$ cat src/rtl/sprite_line_engine.sv
// Per-scanline sprite engine: scans the attribute RAM for sprites on the next row, then streams their pixels to the line buffer.
// Optional feature: define SPRITE_VFLIP_EN to honour attribute bit 29 (vertical flip).
module sprite_line_engine #(
  parameter int NUM_SPRITE = 32,
  parameter int MAX_SLOT   = 8,
  parameter int SPR_W      = 16,
  parameter int SPR_H      = 16,
  parameter int COLOR_W    = 16,
  parameter int H_RES      = 640,
  parameter int V_RES      = 480,
  parameter int V_TOTAL    = 525,
  parameter logic [COLOR_W-1:0] TRANSP_KEY = '0,
  localparam int IW  = $clog2(NUM_SPRITE),
  localparam int SW  = $clog2(SPR_W),
  localparam int RW  = $clog2(SPR_H),
  localparam int AW  = 8 + SW + RW,
  localparam int SPW = (MAX_SLOT > 1) ? $clog2(MAX_SLOT) : 1,
  localparam int SLW = $clog2(MAX_SLOT + 1)
) (
  input  logic               clk,
  input  logic               reset,
  input  logic               line_start,
  input  logic [9:0]         vcount,
  input  logic               spr_wr_en,
  input  logic [IW-1:0]      spr_wr_idx,
  input  logic [31:0]        spr_wr_data,
  output logic [AW-1:0]      rom_addr,
  input  logic [COLOR_W-1:0] rom_q,
  output logic [9:0]         pix_col,
  output logic [COLOR_W-1:0] pix_data,
  output logic               pix_wren,
  output logic               overflow,
  output logic               done
);

  // state | meaning
  // IDLE  | waiting for line_start, done=1
  // SCAN  | reading attributes 0..NUM_SPRITE-1, filling slots in index order
  // DRAW  | issuing ROM addresses, highest filled slot first
  // FIN   | line complete, done=1
  typedef enum logic [1:0] {IDLE, SCAN, DRAW, FIN} state_t;

  localparam logic [9:0]     VRES10   = 10'(V_RES);
  localparam logic [9:0]     VLAST10  = 10'(V_TOTAL - 1);
  localparam logic [10:0]    HRES11   = 11'(H_RES);
  localparam logic [IW:0]    LAST_IDX = (IW+1)'(NUM_SPRITE);
  localparam logic [SLW-1:0] MAXS     = SLW'(MAX_SLOT);

  state_t         state_q;
  logic [31:0]    attr_q [NUM_SPRITE];
  logic [31:0]    rd_q;
  logic [9:0]     tgt_q, tgt_d;
  logic [IW:0]    idx_q;
  logic [SLW-1:0] nslot_q, nfill_d;
  logic [SPW-1:0] sp_q;
  logic [SW-1:0]  x_q;
  logic [9:0]     s_col_q [MAX_SLOT];
  logic [7:0]     s_frm_q [MAX_SLOT];
  logic [RW-1:0]  s_row_q [MAX_SLOT];
  logic           s_hf_q  [MAX_SLOT];
  logic [AW-1:0]  rom_addr_q;
  logic           a_vld_q, b_vld_q, b_clip_q;
  logic [10:0]    a_col_q;
  logic [9:0]     pix_col_q;
  logic           overflow_q, done_q;

  logic [9:0]     row10, roff_full;
  logic [RW-1:0]  rowidx;
  logic           hit, take, blank_c, unused_attr;

  assign tgt_d     = (vcount == VLAST10) ? 10'd0 : vcount + 10'd1;
  assign blank_c   = (vcount >= VRES10 - 10'd1) && (vcount < VLAST10);
  assign row10     = {1'b0, rd_q[26:18]};
  assign roff_full = tgt_q - row10;
  assign hit       = rd_q[31] && (tgt_q >= row10) && (tgt_q < row10 + 10'(SPR_H));
  assign take      = hit && (idx_q != '0) && (nslot_q < MAXS);
  assign nfill_d   = nslot_q + SLW'(take);

`ifdef SPRITE_VFLIP_EN
  assign rowidx      = rd_q[29] ? ~roff_full[RW-1:0] : roff_full[RW-1:0];
  assign unused_attr = ^{rd_q[28:27], roff_full[9:RW]};
`else
  assign rowidx      = roff_full[RW-1:0];
  assign unused_attr = ^{rd_q[29:27], roff_full[9:RW]};
`endif

  // Registered read gives old data on a same-index write.
  always_ff @(posedge clk or negedge reset) begin
    if (!reset) begin
      for (int i = 0; i < NUM_SPRITE; i++) attr_q[i] <= '0;
    end else if (spr_wr_en) begin
      attr_q[spr_wr_idx] <= spr_wr_data;
    end
  end

  always_ff @(posedge clk or negedge reset) begin
    if (!reset) begin
      state_q    <= IDLE;
      rd_q       <= '0;
      tgt_q      <= '0;
      idx_q      <= '0;
      nslot_q    <= '0;
      sp_q       <= '0;
      x_q        <= '0;
      rom_addr_q <= '0;
      a_vld_q    <= 1'b0;
      a_col_q    <= '0;
      b_vld_q    <= 1'b0;
      b_clip_q   <= 1'b0;
      pix_col_q  <= '0;
      overflow_q <= 1'b0;
      done_q     <= 1'b1;
      for (int i = 0; i < MAX_SLOT; i++) begin
        s_col_q[i] <= '0;
        s_frm_q[i] <= '0;
        s_row_q[i] <= '0;
        s_hf_q[i]  <= 1'b0;
      end
    end else begin
      rd_q     <= attr_q[idx_q[IW-1:0]];
      a_vld_q  <= 1'b0;
      b_vld_q  <= a_vld_q;
      b_clip_q <= (a_col_q >= HRES11);
      if (a_vld_q) pix_col_q <= a_col_q[9:0];
      case (state_q)
        IDLE: begin
          done_q <= 1'b1;
          if (line_start) begin
            overflow_q <= 1'b0;
            if (tgt_d < VRES10) begin
              state_q <= SCAN;
              done_q  <= blank_c;
              tgt_q   <= tgt_d;
              idx_q   <= '0;
              nslot_q <= '0;
            end
          end
        end
        SCAN: begin
          idx_q  <= idx_q + 1'b1;
          done_q <= blank_c;
          if (take) begin
            s_col_q[nslot_q[SPW-1:0]] <= rd_q[17:8];
            s_frm_q[nslot_q[SPW-1:0]] <= rd_q[7:0];
            s_row_q[nslot_q[SPW-1:0]] <= rowidx;
            s_hf_q[nslot_q[SPW-1:0]]  <= rd_q[30];
            nslot_q <= nfill_d;
          end else if (hit && idx_q != '0) begin
            overflow_q <= 1'b1;
          end
          if (idx_q == LAST_IDX) begin
            if (nfill_d == '0) begin
              state_q <= FIN;
              done_q  <= 1'b1;
            end else begin
              state_q <= DRAW;
              sp_q    <= SPW'(nfill_d - 1'b1);
              x_q     <= '0;
            end
          end
        end
        DRAW: begin
          rom_addr_q <= {s_frm_q[sp_q], s_row_q[sp_q], s_hf_q[sp_q] ? ~x_q : x_q};
          a_vld_q    <= 1'b1;
          a_col_q    <= {1'b0, s_col_q[sp_q]} + {{(11-SW){1'b0}}, x_q};
          done_q     <= blank_c;
          x_q        <= x_q + 1'b1;
          if (x_q == SW'(SPR_W - 1)) begin
            if (sp_q == '0) begin
              state_q <= FIN;
              done_q  <= 1'b1;
            end else begin
              sp_q <= sp_q - 1'b1;
            end
          end
        end
        default: begin
          state_q <= IDLE;
          done_q  <= 1'b1;
        end
      endcase
    end
  end

  assign rom_addr = rom_addr_q;
  assign pix_col  = pix_col_q;
  assign pix_data = b_vld_q ? rom_q : '0;
  assign pix_wren = b_vld_q && !b_clip_q && (rom_q != TRANSP_KEY);
  assign overflow = overflow_q;
  assign done     = done_q;

endmodule

$ cat config.mk
export PLATFORM = sky130hd
export DESIGN_NAME = sprite_line_engine
export DESIGN_NICKNAME = d
export VERILOG_FILES = /design/src/rtl/sprite_line_engine.sv
export SDC_FILE = /design/constraint.sdc
export NUM_CORES = 2
export LEC_CHECK = 0
export CORE_AREA = 2 2 337 272
export CTS_CLUSTER_SIZE = 20
export DETAILED_ROUTE_END_ITERATION = 12
export DIE_AREA = 0 0 339 274
export GPL_TIMING_DRIVEN = 1
export PLACE_DENSITY = 0.79
export SLEW_MARGIN = 20
export SYNTH_ARGS = -nofsm -noshare
export SYNTH_HDL_FRONTEND = slang
export SYNTH_SLANG_ARGS = --single-unit
$ cat constraint.sdc
create_clock -name clk -period 5.1 [get_ports clk]
set_input_delay 1.02 -clock clk [delete_from_list [all_inputs] [get_ports clk]]
set_output_delay 1.02 -clock clk [all_outputs]
set_load 0.01 [all_outputs]
==> key figures <==
Run status
  – Status: finished clean

Clocking
  – Clk Latency, worst-skew pair: 700 ps
  – Clock Root Buffer: clkbuf_16
  – Max Root-Sink Buffers: 3
  – Clk pin slew, worst setup/hold paths: 70 ps
  – # resized after CTS: 0
  – Postcts setup bufs: 0
  – CTS tree: yes
  – Number of buffers created by CTS: approximately 120
  – Clock sinks: 1212
  – H-tree levels: 3
  – Cts hold-fix bufs: 0

Yosys
  – Synth Area in XOR/XNOR: 0.3968%
  – Commonest cells post-synth: dfrtp_1 (1211), mux2_2 (1109), mux4_2 (336), clkbuf_1 (218), nand2_1 (141)
  – Synth Flop Type: dfrtp_1
  – #FFs+latches synth: 1212
  – Asr flop ratio synth: between 90% and 100%
  – Synth Area per Inst: ~16 sq um
  – Post-synthesis compound-gate area fraction: between 1 and 1.5%
  – Netlist cell types: 67
  – Syn Inst Count: 3513
  – Synth top area share: 54.92%
  – Most frequent cell after synthesis: dfrtp_1
  – Register area share after synthesis: a little over half
  – Fraction of the mapped netlist area in simple logic gates: around 2.6%
  – Area leader, netlist: dfrtp_1
  – Netlist Area Pre-Place: 55180 sq um
  – Top cells by area, synth: dfrtp_1 (55%), mux2_2 (23%), mux4_2 (14%)
  – Adder-Cell Fraction of Synth Area: 0.7981%
  – Synth Warn #: 0
  – Multiplexer share of the synthesized area: roughly 38%
  – Mapped Nets: ~3600
  – Post-synth EDFFs: 0
  – Main combinational cell family by area after synthesis: multiplexers

Worst setup path
  – Critical Path RT: approximately 5700 ps
  – Cells along the critical path: inv_1 > nor3_1 > xnor2_1 > ha_1 > a22o_1 > o41ai_2 > or3b_1 > nor2_1 > ha_1 > ha_1 > a2111oi_0 > o21ai_1 > and2_1 > mux2_2
  – Arr. time, crit path: roughly 5000 ps
  – CP max stage delay: roughly 540 ps
  – WS Path Type: register to register
  – Worst path buffer plus inverter count: 1
  – CP startpoint: rd_q[24]$_DFF_PN0_
  – Cell family with most CP delay: compound AO/OA/AOI/OAI gates
  – Slowest CP cell: a2111oi_0
  – RR Startpoint: rd_q[24]$_DFF_PN0_
  – Worst-path fanout max: 6
  – CP Capture Type: register
  – CP dominant cell by count: ha_1
  – Startpoint types: register

Final layout
  – Area Overhead vs Synth: 11.94%
  – Layout cells sized above 1: between 40 and 50%
  – Diode count: 0
  – NumNets Final: 3620
  – Cell area after layout: between 60000 and 70000 sq um

Power and ir drop
  – Internal cell power: around 21000 uW
  – Sequential group share of total power: between 40% and 50%
  – Clock network power share: 31.4%
  – LEAKAGE: between 0.02 and 0.03 uW
  – Sw Pwr: 8634 uW
  – Pwr dens: slightly below 500 nW/um^2
  – Sw frac: a little under 30%
  – Power Total: around 30000 uW
  – Peak supply drop: around 0.00043 V
  – Comb pwr share: 26.5%

Global route
  – Tot GR Track Use: around 30%
  – First-pass GRT wire length: ~210000 microns
  – Vias in the first global route: ~34000
  – Initial antenna violation count: 3
  – Total gr overflow: 0
  – Pin count of the biggest net entering global routing: about 140

STA
  – Final worst-path cycle share: roughly 87%
  – Max transition margin: between 20 and 25%
  – Tmin final: about 4500 ps
  – Fin. max-slew vios: 0
  – Setup TNS Final: 0 ps
  – Hold Fails Final Rpt: 0
  – Slew @ Worst Pin: 1122 ps
  – Unrepaired setup endpoints after global routing: no
  – Count of final setup violators: 0
  – FMAX: between 200 and 250 MHz
  – Post-Route Skew: approximately 23 ps

Route
  – Total Routed Length: between 100000 and 150000 microns
  – Iter 0 DRT Violations: between 2000 and 2500
  – Post-DR vias/cell: approximately 6.5
  – Antenna Violating Nets Remaining: 0
  – Wire length per cell: ~27 microns
  – TritonRoute pass-1 iters: 5
  – DRC: 0
  – Routed vias: 31300

Floorplanning
  – Die height: approximately 270 microns
  – Die area: 92890 sq um
  – Row cnt: between 90 and 100
  – Core box area: about 90000 sq um
  – DIE WIDTH: ~340 microns
  – Ports: roughly 110
  – Initial Util: about three fifths

Job
  – Max-cap violations: 0

Placed design
  – Hpwl dp: 77700 microns
  – Port Buf Inserts: 108
  – Placed cell area: ~58000 sq um
  – Final GP Congestion: 0.8589

Min path
  – Min-Delay Path Class: input port to asynchronous set/reset pin
==> logic make-up after synthesis <==
logic type | after synthesis
adders and majority gates | 34
muxes | 1501
AOI/OAI and AO/OA | 91
xor gates and xnor gates | 25
and+or+nand+nor | 293
DFF | 1212
buffers and inverters | 357
==> metal layers <==
metal,track usage [%],part of all wire (%),up-vias,wire [microns]
met1,40.88,42,17126,55200
met3,4.181,5.3,257,7017
met5,0,0,-,0
li1,-,-,12959,-
met2,48.13,50,958,65820
met4,9.064,3.0,0,3930
==> final timing paths <==
path | to | slack, ps | cells after the start
min in group clk | b_clip_q$_DFF_PN0_ | 480 | 1
worst min register to register | b_clip_q$_DFF_PN0_ | 480 | 1
worst max register to register | sp_q[0]$_DFFE_PN0P_ | 640 | 14
worst max-delay path | sp_q[0]$_DFFE_PN0P_ | 640 | 14
worst min-delay path | attr_q[655]$_DFFE_PN0P_ | 370 | 1
max in group asynchronous | attr_q[55]$_DFFE_PN0P_ | 3410 | 2
==> state kept, by name, summed over array words and instances (netlist names) <==
| name | count |
|---|---|
| a_col_q | 11 |
| a_vld_q | 1 |
| attr_q | 928 |
| b_clip_q | 1 |
| b_vld_q | 1 |
| done | 1 |
| idx_q | 6 |
| nslot_q | 4 |
| overflow | 1 |
| pix_col | 10 |
| rd_q | 29 |
| rom_addr | 16 |
| s_col_q | 80 |
| s_frm_q | 64 |
| s_hf_q | 8 |
| s_row_q | 32 |
| sp_q | 3 |
| state_q | 2 |
| tgt_q | 10 |
| x_q | 4 |
==> cell type report <==
class | instances | area [sq um]
sequential | 1212 | 30340
fill | 5707 | 28280
multi-input combinational | 1944 | 23600
clock buffer | 170 | 3460
timing repair buffer | 195 | 1902
tap | 1212 | 1516
clock inverter | 47 | 765.7
inverter | 50 | 190.2
==> layout by cell type (no fill, tap or decap), types with 5 or more instances in the layout <==
master              n
clkdlybuf4s50_1   102
nand3_1            17
clkbuf_1           22
clkbuf_8           29
o21ai_0            16
nor3_1              7
a21o_1              7
nor2_4             16
xor2_1              6
mux2_4             18
and2_1             20
or4_1               5
buf_12             15
nand2_1           125
nor2_1             29
o31ai_1             9
xnor2_1            19
o221ai_1            6
buf_2               5
ha_1               31
bufinv_16          19
buf_4              72
a21oi_1            27
nand4_1             5
or3_1               6
nand2_2            16
dfrtp_1          1206
clkbuf_16         119
nor4_1              9
mux2_2           1109
mux4_2            336
inv_1              49
mux2i_1            37
clkinv_2           20
==> per-stage QoR <==
step / setup slack (ps) / hold slack, ps / cells / util, %
2_1_floorplan: 798.0 / 351.9 / 3513 / -
3_3_place_gp: 762.5 / 461.9 / 4613 / 63.93
3_5_place_dp: 633.9 / 468.9 / 4613 / 63.93
4_1_cts: 630.1 / 388.5 / 4830 / 68.62
5_1_grt: 327.3 / 423.7 / 4830 / 68.60
6_report: 638.5 / 374.8 / 4830 / 68.60
==> power groups by stage <==
stage	Sequential, uW	Combinational [uW]	Clock [uW]
floorplan	12300	5830	0
global placement	12500	7650	0
finish	12600	7910	9390
detailed placement	12800	7920	0
CTS	12600	7960	9490
global route	12800	8480	9900
Note: power is estimated with default switching activity, not from simulation.
